<file path="src/rtl/dvs_ravens_pkg.sv">
// Shared DVS/RAVENS definitions: packed event layout, replay FSM states and
// the microsecond-to-cycle conversion used by the event replayer.
package dvs_ravens_pkg;

  localparam int DVS_X_ADDR_BITS          = 9;
  localparam int DVS_Y_ADDR_BITS          = 9;
  localparam int TIMESTAMP_US_BITS        = 48;
  localparam int EVENT_BITS               = 67;
  localparam int TIMESTAMP_CLK_CYCLE_BITS = 55;
  localparam int CLK_PERIOD_US_DIVISOR    = 100;

  typedef struct packed {
    logic [DVS_X_ADDR_BITS-1:0]   x;
    logic [DVS_Y_ADDR_BITS-1:0]   y;
    logic                         polarity;
    logic [TIMESTAMP_US_BITS-1:0] timestamp_us;
  } dvs_event_t;

  typedef enum logic [1:0] {
    IDLE,
    WAIT,
    EMIT
  } replay_state_t;

  // x100 as 64x + 32x + 4x so no hard multiplier is inferred
  function automatic logic [TIMESTAMP_CLK_CYCLE_BITS-1:0] us_to_cycles(
    input logic [TIMESTAMP_US_BITS-1:0] d
  );
    logic [TIMESTAMP_CLK_CYCLE_BITS-1:0] e;
    e = {{(TIMESTAMP_CLK_CYCLE_BITS-TIMESTAMP_US_BITS){1'b0}}, d};
    return (e << 6) + (e << 5) + (e << 2);
  endfunction

endpackage

</file>
<file path="src/rtl/dvs_event_replay_timer.sv">
// Replay time base: counts clock cycles since the first accepted event,
// saturating at all-ones so very long sessions never wrap.
module dvs_cycle_timer
  import dvs_ravens_pkg::*;
(
  input  logic                                clk,
  input  logic                                rst,
  input  logic                                restart,
  input  logic                                first_accept,
  output logic                                started,
  output logic [TIMESTAMP_CLK_CYCLE_BITS-1:0] cycle_cnt
);

  always_ff @(posedge clk or posedge rst) begin
    if (rst) begin
      started   <= 1'b0;
      cycle_cnt <= '0;
    end else if (restart) begin
      started   <= 1'b0;
      cycle_cnt <= '0;
    end else if (first_accept) begin
      started   <= 1'b1;
      cycle_cnt <= '0;
    end else if (started && (cycle_cnt != '1)) begin
      cycle_cnt <= cycle_cnt + 1'b1;
    end
  end

endmodule

</file>
<file path="src/rtl/dvs_event_replay.sv">
// Unpacks DVS events and releases each one at the cycle matching its
// timestamp offset from the first event, flagging releases that slipped.
module dvs_event_replay
  import dvs_ravens_pkg::*;
#(
  parameter int unsigned LATE_TOL_CYCLES = CLK_PERIOD_US_DIVISOR
) (
  input  logic                         clk,
  input  logic                         rst,
  input  logic                         restart,
  input  logic                         in_valid,
  output logic                         in_ready,
  input  logic [EVENT_BITS-1:0]        in_event,
  output logic                         out_valid,
  input  logic                         out_ready,
  output logic [DVS_X_ADDR_BITS-1:0]   out_x,
  output logic [DVS_Y_ADDR_BITS-1:0]   out_y,
  output logic                         out_polarity,
  output logic [TIMESTAMP_US_BITS-1:0] out_timestamp_us,
  output logic                         out_late
);

  localparam logic [TIMESTAMP_CLK_CYCLE_BITS-1:0] LATE_TOL =
    TIMESTAMP_CLK_CYCLE_BITS'(LATE_TOL_CYCLES);

  replay_state_t                       state_reg;
  logic                                in_ready_reg;
  logic [TIMESTAMP_US_BITS-1:0]        base_ts_reg;
  logic [TIMESTAMP_CLK_CYCLE_BITS-1:0] target_reg;
  logic                                nonmono_reg;

  dvs_event_t                          ev;
  logic                                accept;
  logic                                started;
  logic [TIMESTAMP_CLK_CYCLE_BITS-1:0] cycle_cnt;
  logic                                nonmono;
  logic [TIMESTAMP_US_BITS-1:0]        delta;
  logic [TIMESTAMP_CLK_CYCLE_BITS-1:0] target_next;
  logic [TIMESTAMP_CLK_CYCLE_BITS-1:0] slack;
  logic                                late_next;

  assign ev       = dvs_event_t'(in_event);
  // restart beats a coincident handshake, so gate the ready combinationally
  assign in_ready = in_ready_reg & ~restart;
  assign accept   = in_valid & in_ready;

  // the first event after reset/restart is its own base: zero offset
  assign nonmono     = started && (ev.timestamp_us < base_ts_reg);
  assign delta       = started ? (ev.timestamp_us - base_ts_reg) : '0;
  assign target_next = nonmono ? '0 : us_to_cycles(delta);
  assign slack       = cycle_cnt - target_reg;
  assign late_next   = nonmono_reg | (slack > LATE_TOL);

  dvs_cycle_timer u_timer (
    .clk          (clk),
    .rst          (rst),
    .restart      (restart),
    .first_accept (accept & ~started),
    .started      (started),
    .cycle_cnt    (cycle_cnt)
  );

  always_ff @(posedge clk or posedge rst) begin
    if (rst) begin
      state_reg        <= IDLE;
      in_ready_reg     <= 1'b1;
      out_valid        <= 1'b0;
      out_late         <= 1'b0;
      out_x            <= '0;
      out_y            <= '0;
      out_polarity     <= 1'b0;
      out_timestamp_us <= '0;
      base_ts_reg      <= '0;
      target_reg       <= '0;
      nonmono_reg      <= 1'b0;
    end else if (restart) begin
      state_reg    <= IDLE;
      in_ready_reg <= 1'b1;
      out_valid    <= 1'b0;
      out_late     <= 1'b0;
    end else begin
      case (state_reg)
        IDLE: begin
          if (accept) begin
            out_x            <= ev.x;
            out_y            <= ev.y;
            out_polarity     <= ev.polarity;
            out_timestamp_us <= ev.timestamp_us;
            target_reg       <= target_next;
            nonmono_reg      <= nonmono;
            if (!started) base_ts_reg <= ev.timestamp_us;
            in_ready_reg     <= 1'b0;
            state_reg        <= WAIT;
          end
        end
        WAIT: begin
          if (cycle_cnt >= target_reg) begin
            out_late  <= late_next;
            out_valid <= 1'b1;
            state_reg <= EMIT;
          end
        end
        EMIT: begin
          if (out_ready) begin
            out_valid    <= 1'b0;
            out_late     <= 1'b0;
            in_ready_reg <= 1'b1;
            state_reg    <= IDLE;
          end
        end
        default: begin
          state_reg    <= IDLE;
          in_ready_reg <= 1'b1;
          out_valid    <= 1'b0;
        end
      endcase
    end
  end

endmodule

</file>
<file path="config.mk">
export PLATFORM = sky130hd
export DESIGN_NAME = dvs_event_replay
export DESIGN_NICKNAME = d
export VERILOG_FILES = /design/src/rtl/dvs_ravens_pkg.sv /design/src/rtl/dvs_event_replay_timer.sv /design/src/rtl/dvs_event_replay.sv
export SDC_FILE = /design/constraint.sdc
export NUM_CORES = 1
export LEC_CHECK = 0
export ABC_AREA = 1
export CORE_MARGIN = 1.5
export CORE_UTILIZATION = 55
export DETAILED_ROUTE_END_ITERATION = 6
export PLACE_DENSITY = 0.84
export SYNTH_ARGS = -nofsm -noshare
export SYNTH_HDL_FRONTEND = slang
export SYNTH_SLANG_ARGS = --single-unit
</file>
<file path="constraint.sdc">
create_clock -name clk -period 8.2 [get_ports clk]
set_input_delay 1.64 -clock clk [delete_from_list [all_inputs] [get_ports clk]]
set_output_delay 1.64 -clock clk [all_outputs]
set_load 0.1 [all_outputs]
</file>
# Word level (Yosys, flattened, before mapping)
# Cells that the tools add are included.
dict set report op_classes {
  n_addsub 5
  n_mux 23
  n_lt_le_gt_ge 3
  reduce_logical 12
  eq_ne 8
  bitwise 6
}
# cell count
set op_table {}
lappend op_table {{$mux W55} 4}
lappend op_table {{$add A54 B53 Y55} 1}
lappend op_table {{$add A55 B1 Y55 const B} 1}
lappend op_table {{$add A55 B50 Y55} 1}
lappend op_table {{$ge A55 B55 Y1} 1}
lappend op_table {{$gt A55 B7 Y1 const B} 1}
lappend op_table {{$ne A55 B55 Y1 const B} 1}
lappend op_table {{$sub A55 B55 Y55} 1}
lappend op_table {{$lt A48 B48 Y1} 1}
lappend op_table {{$mux W48} 1}
lappend op_table {{$sub A48 B48 Y48} 1}
lappend op_table {{$reduce_and A3 Y1} 5}
lappend op_table {{$mux W1} 10}
lappend op_table {{$ne A3 B3 Y1 const B} 3}
lappend op_table {{$mux W2} 4}
lappend op_table {{$pmux W1 S3} 2}
lappend op_table {{$pmux W2 S3} 1}
lappend op_table {{$reduce_bool A3 Y1} 2}
lappend op_table {{$ne A2 B2 Y1 const B} 2}
lappend op_table {{$reduce_and A4 Y1} 1}
lappend op_table {{$and A1 B1 Y1} 3}
lappend op_table {{$eq A2 B1 Y1 const B} 1}
lappend op_table {{$eq A2 B2 Y1 const B} 1}
lappend op_table {{$logic_and A1 B1 Y1} 2}
lappend op_table {{other kinds (5)} 6}
dict set report totals {
  output_inout_bits 70
  inputBits 72
  regBits 232
  word_cells 70
}

# Longest topological paths before layout
# Gate-level depths: netlist (run 1).
dict set report logic_depth {
  ltp_word 6
  mapped_depth 32
}

# Modules after synthesis
# Synthesis (run 1) repeated with hierarchy kept, for this count alone.
dict set report unflattened {
  cells_unflattened 3874
  area_unflattened_um2 23805.3
}
# module seq_area_each_um2 instances area_per_inst_um2 cells_per_inst
set modules_own_cells {}
lappend modules_own_cells {dvs_event_replay 4355.4 1 19769.0 3254}
lappend modules_own_cells {dvs_cycle_timer 1401.3 1 4036.4 620}

# Worst setup path after synthesis (run 1)
# OpenSTA, ideal clock, no wires.
dict set report synth_path {
  path_type {input port to flip-flop}
  start {in in_event[0]}
  end {reg target_reg[51]}
  setup_ns 0.134
  path_buffers 0
  arrival_time_ns 5.633
  path_slack_ns 2.433
  path_stages 28
  cell_sequence {inv_1 > ha_1 > fa_1 > inv_1 > nand2_1 > o21ai_2 > inv_1 > nor2_1 > nor2_1 > o21ai_2 > nand3_1 > nand3_2 > nand2_1 > nand3_1 > o21ai_0 > fa_1 > inv_1 > ha_1 > a21o_1 > a31oi_1 > o21ai_0 > a21oi_1 > nand3_1 > nand2_1 > o211ai_1 > or2_2 > nand4_1 > o21ai_0}
}
dict set report synth_via {
  elab_chain_cells 5
}
# item line_no
set synth_rtl {}
lappend synth_rtl {{start, declared} dvs_event_replay.sv:13} ;# input logic [EVENT_BITS-1:0] in_event,
lappend synth_rtl {{$sub A48 B48 Y48} dvs_event_replay.sv:49} ;# assign delta = started ? (ev.timestamp_us - base_ts_reg) : '0;
lappend synth_rtl {{$mux W48} dvs_event_replay.sv:49}
lappend synth_rtl {{$add A54 B53 Y55} dvs_ravens_pkg.sv:31} ;# return (e << 6) + (e << 5) + (e << 2);
lappend synth_rtl {{$add A55 B50 Y55} dvs_ravens_pkg.sv:31}
lappend synth_rtl {{$mux W55 (*)} dvs_event_replay.sv:50} ;# assign target_next = nonmono ? '0 : us_to_cycles(delta);
lappend synth_rtl {{end signal, assigned} dvs_event_replay.sv:89} ;# target_reg <= target_next;
lappend synth_rtl {{end, declared} dvs_event_replay.sv:29} ;# logic [TIMESTAMP_CLK_CYCLE_BITS-1:0] target_reg;
# Mark *: on every way between the ends. The rest lies on a longest branch, timed or not.
# A chain may end at the register's enable or synchronous reset.

# Worst setup path after layout (run 1)
dict set report layout_path {
  start {in in_event[0]}
  end {reg target_reg[36]}
}
# The elaborated chain is that of the path after synthesis.

==> results of run 1 <==
power groups by stage:
| stage | Sequential [W] | Clock (W) | Combinational (W) |
|---|---|---|---|
| after floorplan | 0.00293 | 0 | 0.00359 |
| after global routing | 0.00177 | 0.00126 | 0.00738 |
| final | 0.00173 | 0.00120 | 0.00676 |
| after detailed placement | 0.00173 | 0 | 0.00659 |
| after global placement | 0.00173 | 0 | 0.00653 |
| after CTS | 0.00173 | 0.00121 | 0.00664 |
cells by family (layout without fill, tap and decap cells):
kind of cell               Yosys count  count (layout)  synth area share (%)
adders and majority gates          201             201                  12.5
AOI/OAI and AO/OA                  665             665                  16.0
DFF                                230             230                  25.1
and+or+nand+nor                   1766            1766                  32.4
xor gates and xnor gates            10              10                 0.382
buffers and inverters              829             981                  13.7
final cells by class:
class                   instances  share of cell area (%)
clock buffers                  37                    2.99
clock inverters                11                   0.489
inverters                     775                    11.3
multi-input cells            2642                    54.4
flip-flops and latches        230                    22.3
well taps                     532                    2.58
repair buffers                158                    5.96
worst paths after layout:
check / endpoint / slack [ns] / startpoint / depth (start not counted)
setup reg to reg: target_reg[46] / 2.46 / base_ts_reg[6] / 25
min in group asynchronous: out_timestamp_us[27] / 1.56 / rst / 2
hold reg to reg: out_x[5] / 0.47 / out_x[5] / 2
hold / removal: out_x[5] / 0.47 / out_x[5] / 2
max in group asynchronous: u_timer.cycle_cnt[20] / 5.28 / rst / 3
setup / recovery: target_reg[36] / 1.32 / in_event[0] / 26
cells in the final DEF (no fill, tap or decap), drive strengths merged, types with 2 or more instances in the layout:
master / count
a211oi: 5
a21boi: 4
a21o: 17
a21oi: 228
a221oi: 2
a31oi: 40
and2: 5
and3: 3
buf: 17
clkbuf: 37
clkdlybuf4s50: 141
clkinv: 5
clkinvlp: 3
dfrtp: 229
fa: 46
ha: 155
inv: 777
nand2: 1016
nand3: 162
nand3b: 21
nand4: 74
nor2: 371
nor3: 67
nor3b: 6
nor4: 13
o211ai: 28
o21a: 15
o21ai: 292
o21bai: 25
o221a: 2
o41ai: 2
or2: 27
xnor2: 5
xor2: 5
metrics by stage:
stage / worst slack (ns) / hold WS [ns]
detailed placement: 0.920 / 0.458
finish: 1.32 / 0.471
global placement: 0.910 / 0.453
global route: 0.830 / 0.490
CTS: 1.49 / 0.473
floorplan: 0.257 / 0.453
Yosys cell counts (28+ instances only):
master / n / area, sq um
a21oi_1: 228 / 1140
a31oi_1: 40 / 250
clkbuf_1: 43 / 161
dfrtp_1: 229 / 5730
fa_1: 46 / 921
ha_1: 155 / 1940
inv_1: 767 / 2880
nand2_1: 1008 / 3780
nand3_1: 160 / 801
nand4_1: 74 / 463
nor2_1: 366 / 1370
nor3_1: 63 / 315
o211ai_1: 28 / 210
o21ai_0: 286 / 1430
per-layer routing:
metal | vias to the layer above | GRT usage, %
met2 | 1181 | 52.5
met4 | 0 | 8.67
met5 | - | 0
met3 | 131 | 7.93
met1 | 11250 | 52.6
li1 | 12039 | -
critical path, stage by stage:
cell,delay (ns)
clkdlybuf4s50_1,0.46
inv_1,0.07
ha_1,0.25
fa_1,0.40
inv_1,0.14
nand2_1,0.10
o21ai_2,0.25
nor2_1,0.07
nor3_1,0.55
inv_1,0.21
fa_1,0.51
inv_1,0.07
ha_1,0.24
inv_1,0.10
fa_1,0.36
inv_1,0.11
nand3_1,0.08
nand2_1,0.21
a21oi_1,0.16
o21ai_0,0.38
a21oi_1,0.20
inv_1,0.16
a21oi_1,0.09
or2_2,0.28
nand4_1,0.08
o21ai_0,0.13
==> reports/qor.csv, run 1 <==
metric,value,unit
die width,207,um
Pwr Total,0.00969,W
Int Pwr,0.00408,W
Met1 Routed Length,34.2,mm
htree depth,1,
post-route insts no fill,4385,
core box area,0.0410,sq mm
fmax,145,MHz
NetSw,0.00562,W
Starting Density,55.9,%
final number of hold-violating endpoints,0,
Flop pwr share,17.8,%
DR iter-0 viols,2852,
Final Setup Violations,0,
ratio of cells with drive above 1 in the final layout,3.30,%
IO Port Bufs,141,
clock root cell,clkbuf_16,
Leakage,13.6,nW
DR top layer,met4,
number of clock sinks,230,
worst rel slew slack,7.57,%
switching part of the total,58.0,%
vias in the first global route,22715,
cts repair resizes,0,
Clock Skews,0.0343,ns
first-pass GRT wire length,122,mm
Post-synth top flop,dfrtp_1,
clock power share,12.4,%
fin util,63.0,%
Tcrit/Tclk final,83.9,%
HPWL Detailed,63.2,mm
Synth Warn #,0,
Total Routing Usage GR,35.6,%
DRT Pass-1 Iters,6,
Synth cell types,54,
row count,74,
Post-synth EDFFs,0,
Placed Instances,4337,
Slew Limit Fails,0,
worst path arrival time,7.28,ns
Setup CP Type,in2reg,
FILL cells,3942,
Comb pwr share,69.8,%
Post-DRT Antenna Nets,0,
gpl congestion,1.08,
sequential cell area,0.00576,sq mm
worst-path fanout max,6,
Post-synth ARST share,100,%
die height,207,um
Area after DPL,0.0249,sq mm
initial antenna violation count,0,
Multi-input gate area,0.0141,sq mm
largest net degree at the start of global routing,100,
P per Cell Area,375,mW/mm^2
status,"finished, final reports clean",
cts bufs inserted,26,
max reg flops,55,
Worst Hold Class,reg2reg,
final instance area,0.0258,sq mm
diode count,0,
Synth Instances,3701,
die area,0.0429,sq mm
unrepaired setup endpoints after global routing,no,
Post-CTS Setup Bufs,0,
met2 wire length,31.3,mm
Max Cap Violations,0,
syn_area_per_cell,6.20,sq um
Yosys reg bits,230,
CTS tree,built,
Avg Vias per Cell,5.61,
cell area after synthesis,0.0229,sq mm
worst skew pair latency,0.59,ns
peak supply drop,0.416,mV
DR vias,24601,
kind of start point of the critical path,input port,
nets,4106,
Worst Tran Pin Value,1.37,ns
crit end category,flip-flop,
residual DRC count,0,
TNS Setup,0,ns
met3 wire len,9.42,mm
Worst EP required,8.60,ns
IO Pins,142,
syn_nets,3974,
GR Overflow Total,0,
sequential area share after synthesis,25.1,%
P&R area growth vs syn,12.6,%
Routed WL,76.8,mm
cts hold-fix bufs,0,
Routed WL per cell,17.5,um
clock buffer depth,3,
Final min period,6.88,ns
clk slew on worst S/H paths,0.06,ns
Power figures use the tool's default switching activity.
==> inputs of run 2 (changes only) <==
==> constraint.sdc (replaced) <==
create_clock -name clk -period 5.6 [get_ports clk]
set_input_delay 1.12 -clock clk [delete_from_list [all_inputs] [get_ports clk]]
set_output_delay 1.12 -clock clk [all_outputs]
set_load 0.1 [all_outputs]
==> reports/qor.csv, run 2 (same netlist as run 1, synthesis figures left out) <==
metric,value,unit
DR vias,26526,
largest net degree at the start of global routing,152,
Avg Vias per Cell,5.56,
"commonest cells after routing, fill and taps aside","nand2_1 (996), inv_1 (752), buf_4 (392), nor2_1 (337), o21ai_0 (250)",
cts bufs inserted,26,
GR Overflow Total,0,
Final min period,5.48,ns
"slowest stage delay, CP",0.54,ns
die height,207,um
gpl congestion,1.06,
FILL cells,3423,
Worst Hold Class,reg2reg,
Worst EP required,6.03,ns
fmax,182,MHz
clock root cell,clkbuf_16,
Leakage,15.7,nW
clock buffer depth,3,
Total Routing Usage GR,39.2,%
first-pass GRT wire length,133,mm
Max Cap Violations,0,
worst-path fanout max,4,
DRT Pass-1 Iters,6,
worst rel slew slack,28.7,%
nets,4489,
ratio of cells with drive above 1 in the final layout,16.6,%
IO Port Bufs,141,
Clock Skews,0.0182,ns
diode count,0,
htree depth,1,
max reg flops,55,
row count,74,
"Worst Setup Slack, final",0.120,ns
HPWL Detailed,69.9,mm
worst skew pair latency,0.58,ns
die area,0.0429,sq mm
P&R area growth vs syn,30.3,%
Final Setup Violations,0,
most frequent CP cell,a21oi_1,
die width,207,um
P per Cell Area,581,mW/mm^2
dpl ws,-0.665,ns
kind of start point of the critical path,input port,
Tcrit/Tclk final,97.9,%
clk slew on worst S/H paths,0.06,ns
status,"finished, final reports clean",
cell breakdown of the critical path,"clkdlybuf4s50_1, ha_4, a21oi_1, inv_1, a31oi_1, buf_4, o211ai_1, a21oi_2, or2_2, nand3_1, buf_4, fa_1, inv_1, ha_1, a21oi_1, o21ai_0, a21oi_1, nand2_1, nand2_1, nand3_1, a21o_1, or2_2, nand4_1, o21ai_0",
initial antenna violation count,1,
Routed WL,87.0,mm
Post-DRT Antenna Nets,0,
Worst Tran Pin Value,1.07,ns
final number of hold-violating endpoints,0,
core box area,0.0410,sq mm
Starting Density,55.9,%
TNS Setup,0,ns
Slew Limit Fails,0,
Setup CP Type,in2reg,
fin util,72.8,%
peak supply drop,0.726,mV
kind of cell adding the most delay to the critical path,compound AO/OA/AOI/OAI gates,
Routed WL per cell,18.2,um
worst path arrival time,5.91,ns
DR iter-0 viols,3027,
"most common cell after layout, fill and taps aside",nand2_1,
number of clock sinks,230,
CTS tree,built,
vias in the first global route,24655,
cts hold-fix bufs,0,
crit end category,flip-flop,
"Slowest-stage cell, CP",fa_1,
buffers and inverters on the worst path,5,
IO Pins,142,
residual DRC count,0,
run 2: power by group:
group	internal [W]	switching, W	total (W)	leakage, nW
Clock	0.00104	0.000770	0.00181	0.426
Combinational	0.00471	0.00830	0.0130	12.3
Sequential	0.00225	0.000298	0.00254	2.97
Total	0.00799	0.00937	0.0174	15.7
run 2: cell type report:
| cell class | count | area (sq um) | area share, % |
|---|---|---|---|
| multi-input combinational | 2642 | 15100 | 50.6 |
| sequential | 230 | 5760 | 19.3 |
| inverter | 775 | 2920 | 9.76 |
| tap | 532 | 666 | 2.23 |
| clock inverter | 8 | 119 | 0.398 |
| clock buffer | 40 | 763 | 2.55 |
| timing repair buffer | 541 | 4530 | 15.2 |
run 2: stage by stage:
step,instances,hold WS [ns],area [sq um],power (W)
global placement,4713,0.453,27800,0.0142
CTS,4761,0.474,28800,0.0162
detailed placement,4713,0.458,27800,0.0143
floorplan,3701,0.453,22900,0.00953
finish,4768,0.471,29900,0.0174
global route,4768,0.499,29900,0.0184
run 2: routing by layer:
layer,GRT usage [%],wire length [um],part of all wire (%),vias to the layer above
met4,13.0,3120,3.6,2
met1,55.9,37500,43,12212
li1,-,-,-,12800
met3,12.6,11600,13,185
met2,55.8,34800,40,1327
met5,0,9,0.010,-
run 2: path summary, 6_finish.rpt:
kind | slack [ns] | startpoint | to | depth (start not counted)
worst max-delay path | 0.12 | in_event[14] | target_reg[48] | 24
worst min-delay path | 0.47 | out_y[3] | out_y[3] | 2
worst max register to register | 0.71 | base_ts_reg[3] | target_reg[51] | 29
worst min register to register | 0.47 | out_y[3] | out_y[3] | 2
max in group asynchronous | 3.61 | rst | out_x[7] | 3
min in group asynchronous | 0.81 | rst | target_reg[19] | 2
run 2: tightest hold or removal path, cell delays in order (launching register included):
cell and delay, ns:
dfrtp_1 0.34, nand2_1 0.05, nand2_1 0.04
run 2: what timing repair did:
item | 4_1_cts | 5_1_grt
buffers inserted | 0 | 7
pin swaps | 0 | 47
gates resized for setup | 12 | 254
setup endpoints to repair | 13 | 37
